$ cat config.mk
export PLATFORM = sky130hd
export DESIGN_NAME = register_file_flat
export DESIGN_NICKNAME = d
export VERILOG_FILES = /design/src/rtl/register_file_if.sv /design/src/rtl/register_file.sv /design/src/flat_wrapper.sv
export SDC_FILE = /design/constraint.sdc
export NUM_CORES = 2
export LEC_CHECK = 0
export CAP_MARGIN = 15
export CORE_MARGIN = 2
export CORE_UTILIZATION = 65
export DETAILED_ROUTE_END_ITERATION = 8
export DONT_BUFFER_PORTS = 1
export MAX_ROUTING_LAYER = met4
export PLACE_DENSITY = 0.81
export SYNTH_ARGS = -nofsm -noshare
export SYNTH_HDL_FRONTEND = slang
export SYNTH_SLANG_ARGS = --single-unit
$ cat constraint.sdc
create_clock -name clk -period 3.7 [get_ports clk]
set_input_delay 0.74 -clock clk [delete_from_list [all_inputs] [get_ports clk]]
set_output_delay 0.74 -clock clk [all_outputs]
set_load 0.05 [all_outputs]
$ cat src/rtl/register_file_if.sv
// Register-file bus: write-back port, two ID read ports and the issue scoreboard port.
interface register_file_if;
  logic        rf_we;
  logic [4:0]  rf_waddr;
  logic [31:0] rf_wdata;
  logic [4:0]  rs1_addr;
  logic [4:0]  rs2_addr;
  logic [31:0] rs1_data;
  logic [31:0] rs2_data;
  logic        issue_valid;
  logic [4:0]  issue_rd;
  logic        rs1_busy;
  logic        rs2_busy;
  logic [15:0] wr_count;

  modport master (
    output rf_we, rf_waddr, rf_wdata, rs1_addr, rs2_addr, issue_valid, issue_rd,
    input  rs1_data, rs2_data, rs1_busy, rs2_busy, wr_count
  );

  modport slave (
    input  rf_we, rf_waddr, rf_wdata, rs1_addr, rs2_addr, issue_valid, issue_rd,
    output rs1_data, rs2_data, rs1_busy, rs2_busy, wr_count
  );
endinterface

$ cat src/rtl/register_file.sv
// 32x32 register file with write-through bypass, busy scoreboard and committed-write counter.
module register_file (
  input  logic           clk,
  input  logic           rst_,
  register_file_if.slave rf
);

  logic [31:0] mem_q [32];
  logic [31:0] busy_q, busy_d;
  logic [15:0] wr_count_q;
  logic        wr_en;
  logic        byp1, byp2;
  logic [31:0] rs1_data, rs2_data;
  logic        rs1_busy, rs2_busy;

  assign wr_en = rf.rf_we && (rf.rf_waddr != 5'd0);
  assign byp1  = wr_en && (rf.rf_waddr == rf.rs1_addr);
  assign byp2  = wr_en && (rf.rf_waddr == rf.rs2_addr);

  // Entry 0 is never written because wr_en excludes index 0.
  always_ff @(posedge clk or negedge rst_) begin
    if (!rst_) begin
      for (int i = 0; i < 32; i++) begin
        mem_q[i] <= '0;
      end
      wr_count_q <= '0;
    end else if (wr_en) begin
      mem_q[rf.rf_waddr] <= rf.rf_wdata;
      wr_count_q         <= wr_count_q + 16'd1;
    end
  end

  // Set is applied after clear so a new producer on the same index wins.
  always_comb begin
    busy_d = busy_q;
    if (wr_en) begin
      busy_d[rf.rf_waddr] = 1'b0;
    end
    if (rf.issue_valid && (rf.issue_rd != 5'd0)) begin
      busy_d[rf.issue_rd] = 1'b1;
    end
    busy_d[0] = 1'b0;
  end

  always_ff @(posedge clk or negedge rst_) begin
    if (!rst_) begin
      busy_q <= '0;
    end else begin
      busy_q <= busy_d;
    end
  end

  always_comb begin
    rs1_data = '0;
    rs2_data = '0;
    rs1_busy = 1'b0;
    rs2_busy = 1'b0;
    if (rf.rs1_addr != 5'd0) begin
      rs1_data = byp1 ? rf.rf_wdata : mem_q[rf.rs1_addr];
      rs1_busy = busy_q[rf.rs1_addr] && !byp1;
    end
    if (rf.rs2_addr != 5'd0) begin
      rs2_data = byp2 ? rf.rf_wdata : mem_q[rf.rs2_addr];
      rs2_busy = busy_q[rf.rs2_addr] && !byp2;
    end
  end

  assign rf.rs1_data = rs1_data;
  assign rf.rs2_data = rs2_data;
  assign rf.rs1_busy = rs1_busy;
  assign rf.rs2_busy = rs2_busy;
  assign rf.wr_count = wr_count_q;

endmodule
$ cat src/flat_wrapper.sv
// flat-port wrapper written by rule: the top's interface ports become plain ports
module register_file_flat 
  (clk, rst_, rf_rf_we, rf_rf_waddr, rf_rf_wdata, rf_rs1_addr, rf_rs2_addr, rf_issue_valid, rf_issue_rd, rf_rs1_data, rf_rs2_data, rf_rs1_busy, rf_rs2_busy, rf_wr_count);
  register_file_if rf_i ();
  input  logic clk;
  input  logic rst_;
  input wire logic [$bits(rf_i.rf_we)-1:0] rf_rf_we;
  input wire logic [$bits(rf_i.rf_waddr)-1:0] rf_rf_waddr;
  input wire logic [$bits(rf_i.rf_wdata)-1:0] rf_rf_wdata;
  input wire logic [$bits(rf_i.rs1_addr)-1:0] rf_rs1_addr;
  input wire logic [$bits(rf_i.rs2_addr)-1:0] rf_rs2_addr;
  input wire logic [$bits(rf_i.issue_valid)-1:0] rf_issue_valid;
  input wire logic [$bits(rf_i.issue_rd)-1:0] rf_issue_rd;
  output wire logic [$bits(rf_i.rs1_data)-1:0] rf_rs1_data;
  output wire logic [$bits(rf_i.rs2_data)-1:0] rf_rs2_data;
  output wire logic [$bits(rf_i.rs1_busy)-1:0] rf_rs1_busy;
  output wire logic [$bits(rf_i.rs2_busy)-1:0] rf_rs2_busy;
  output wire logic [$bits(rf_i.wr_count)-1:0] rf_wr_count;
  assign rf_i.rf_we = rf_rf_we;
  assign rf_i.rf_waddr = rf_rf_waddr;
  assign rf_i.rf_wdata = rf_rf_wdata;
  assign rf_i.rs1_addr = rf_rs1_addr;
  assign rf_i.rs2_addr = rf_rs2_addr;
  assign rf_i.issue_valid = rf_issue_valid;
  assign rf_i.issue_rd = rf_issue_rd;
  assign rf_rs1_data = rf_i.rs1_data;
  assign rf_rs2_data = rf_i.rs2_data;
  assign rf_rs1_busy = rf_i.rs1_busy;
  assign rf_rs2_busy = rf_i.rs2_busy;
  assign rf_wr_count = rf_i.wr_count;
  register_file u_core (.clk(clk), .rst_(rst_), .rf(rf_i));
endmodule
==> impl_metrics.ini <==
[die]
start_util = 0.656
fp.coreArea_um2 = 88400
die_h_um = 303
rows = 109
io_pins = 138
dieArea_um2 = 91500
die_x_um = 303

[sta]
max_freq_ghz = 0.252
fin_crit_ps = 3970
holdWs_ps = 24.6
fin_crit_sh = 1.07
hold_viol_final = 0
drv_slew = 0
slew-limit-headroom = 0.175
fin_skew_ps = 4.48
setup_viol = 52
rsz0062_at_grt = true
worst_slack_ps = -265
tightest_slew_ps = 1240

[power]
power_frac_comb = 0.206
netSwitchingFraction = 0.276
intPower_mw = 24.8
p_leak_nw = 27.9
power_frac_clock = 0.332
p_seq_frac = 0.462
switching_power_mw = 9.46
p_total_mw = 34.3
power_density_nw_per_um2 = 537
vdd_drop_max_v = 0.000491

[clocking]
clockRootBuffer = clkbuf_16
cts_buffers = 111
path_clk_slew_ps = 60
cts.sinks = 1071
cts_tree = done
cts_buffer_depth = 3
clkLatencyLatePin_ps = 720
htree_levels = 3

[placed_design]
dp_hpwl_mm = 95.8
placed_cell_area_um2 = 60000
io_buffers = 0
gp_congestion = 0.885

[critical_path]
cp-start-kind = primary input
reg2reg_setup_slack_ps = 1650
path_class = primary input to primary output
critPathMaxFanout = 241
critical_path.endpoint_type = primary output
worstPathArrival_ps = 3230
cp.required_ps = 2960

[synth]
synth_edf_count = 0
syn_area_um2 = 57900
synthArstFlopShare = 1.00
synthesis.area_per_instance_um2 = 13.6
ys.flop_type = dfrtp_1
yosysUniqueCellTypes = 59
ys_seq_area_frac = 0.463
synth_nets = 4305
ys_ff_latch = 1071
synthCells = 4248
yosys_warnings = 0

[global_route]
overflow = 0
grt_usage = 0.397
grt_max_degree = 1072
grt_pass1_wl_mm = 260
grt_pass1_vias = 40500
grt_antenna_before_repair = 4

[job]
drv_cap = 0

[final_layout]
drive_gt1_frac = 0.439
design_area_um2 = 63900
syn_to_final_growth_pct = 10.3
nNetsFinal = 4150
regArea_um2 = 26800
final_core_util = 0.723
multi_input_area_um2 = 29200
fill_cells = 5541

[detailed_routing]
viasPerCell = 7.52
drtIter0Drc = 5343
routed_wl_mm = 176
drt-wirelength-per-cell_um = 33.0
vias = 40200
post-route-drc-count = 0
antenna_left = 0
dr.pass1.iters = 6

[worst_hold_path]
hp-class = primary input to asynchronous set/reset pin

[status]
failed_checks = setup timing
status = finished with violations
-- cell usage in the layout (no fill, tap or decap), types with 5 or more instances in the layout --
master     Yosys  final
o21ai_1       14     14
mux2_2      1053   1053
o21ai_0       74     74
a22o_1        13     13
clkbuf_8       0     32
nand2b_1      12     10
a221oi_1      55     54
bufinv_16      0      6
xnor2_1       21     21
clkbuf_16      0    112
a211oi_1      11     11
o22ai_1       59     59
nor3_1        13      8
clkbuf_1     237     27
clkinv_2       0     16
mux4_2       336    336
nor2b_1       26     19
or2_2          7      7
buf_12         2     83
a22oi_1      106    106
buf_4         30    108
nand4_1        5      5
nand3_1       69     68
mux2_1         8      8
o31ai_2        0      9
nand2_2        0     13
nor2_1       101     83
inv_1         10      9
nor3_2         2      5
mux2i_1      376    376
buf_16         0      6
dfrtp_1     1071   1071
a32o_1        57     57
nor2_4         0     18
nand2_1      134    121
o211ai_1      17     17
nor2b_4        0      6
a21oi_1       85     85
-- flip-flops by register name, summed over array words and instances (netlist names) --
register	flops
u_core.mem_q	1024
u_core.busy_q	31
u_core.rf.wr_count	16
-- per-stage QoR --
stage	std cells	setup WS (ps)	setup TNS, ps
finish	5347	-265	-5080
global route	5346	-66.0	-66.0
CTS	5333	59.6	0
detailed placement	5135	65.2	0
global placement	5135	57.8	0
floorplan	4248	171	0
-- power by group through the flow --
stage               sequential, mW  combinational (mW)  clock (mW)
global placement              15.7                6.44           0
finish                        15.9                7.06        11.4
floorplan                     15.4                5.71           0
CTS                           15.7                6.75        11.5
global route                  16.1                7.46        11.9
detailed placement            15.9                6.68           0
-- worst max-delay path: stages --
cell and delay [ps]:
nor2b_4 890, buf_4 290, a22oi_1 100, a21oi_1 220, nor2_1 100, a32o_1 310, buf_12 160
-- routing by layer --
metal  vias up  GRT usage  wire length (um)
li1      15900          -                 -
met1     20900      0.519             65200
met2      2791      0.570             79300
met3       705      0.102             20600
met4         0      0.225             11300
met5         -          -                 0
-- Yosys cell counts, types with 59 or more instances --
cell type  number  area [um^2]
o22ai_1        59          369
clkbuf_1      237          890
o21ai_0        74          370
nor2_1        101          379
buf_2         127          636
a22oi_1       106          796
mux2_2       1053        11900
a21oi_1        85          425
mux4_2        336         7570
nand3_1        69          345
dfrtp_1      1071        26800
nand2_1       134          503
mux2i_1       376         3760
-- cell families after synthesis --
logic type | share of synthesized area
mux | 0.402
flops | 0.463
xor+xnor | 0.00378
fa+ha+maj | 0.000216
buf+inv | 0.0384
compound gates | 0.0628
simple gates | 0.0304
-- layout make-up --
type / count / share of cell area
diodes: 4 / 0.000157
clock buffers: 171 / 0.0523
clock inverters: 27 / 0.00537
inverters: 11 / 0.000685
multi-input cells: 2700 / 0.458
flip-flops and latches: 1071 / 0.419
well taps: 1165 / 0.0228
repair buffers: 198 / 0.0414
-- path summary, 6_finish.rpt --
check	start	end	cells past startpoint
setup / recovery	rf_rs2_addr[0]	rf_rs2_data[31]	7
max in group asynchronous	rst_	u_core.mem_q[262]	3
setup reg to reg	u_core.rf.wr_count[6]	u_core.rf.wr_count[13]	4
hold reg to reg	u_core.mem_q[1000]	u_core.mem_q[1000]	0
hold / removal	rst_	u_core.mem_q[827]	1
min in group clk	rf_issue_rd[3]	u_core.busy_q[19]	1
-- what timing repair did --
action,CTS,global route
gates resized for setup,0,2
setup endpoints to repair,0,3
endpoints found under the hold margin,1071,59
setup buffers,0,3
(Power assumes the default switching activity.)
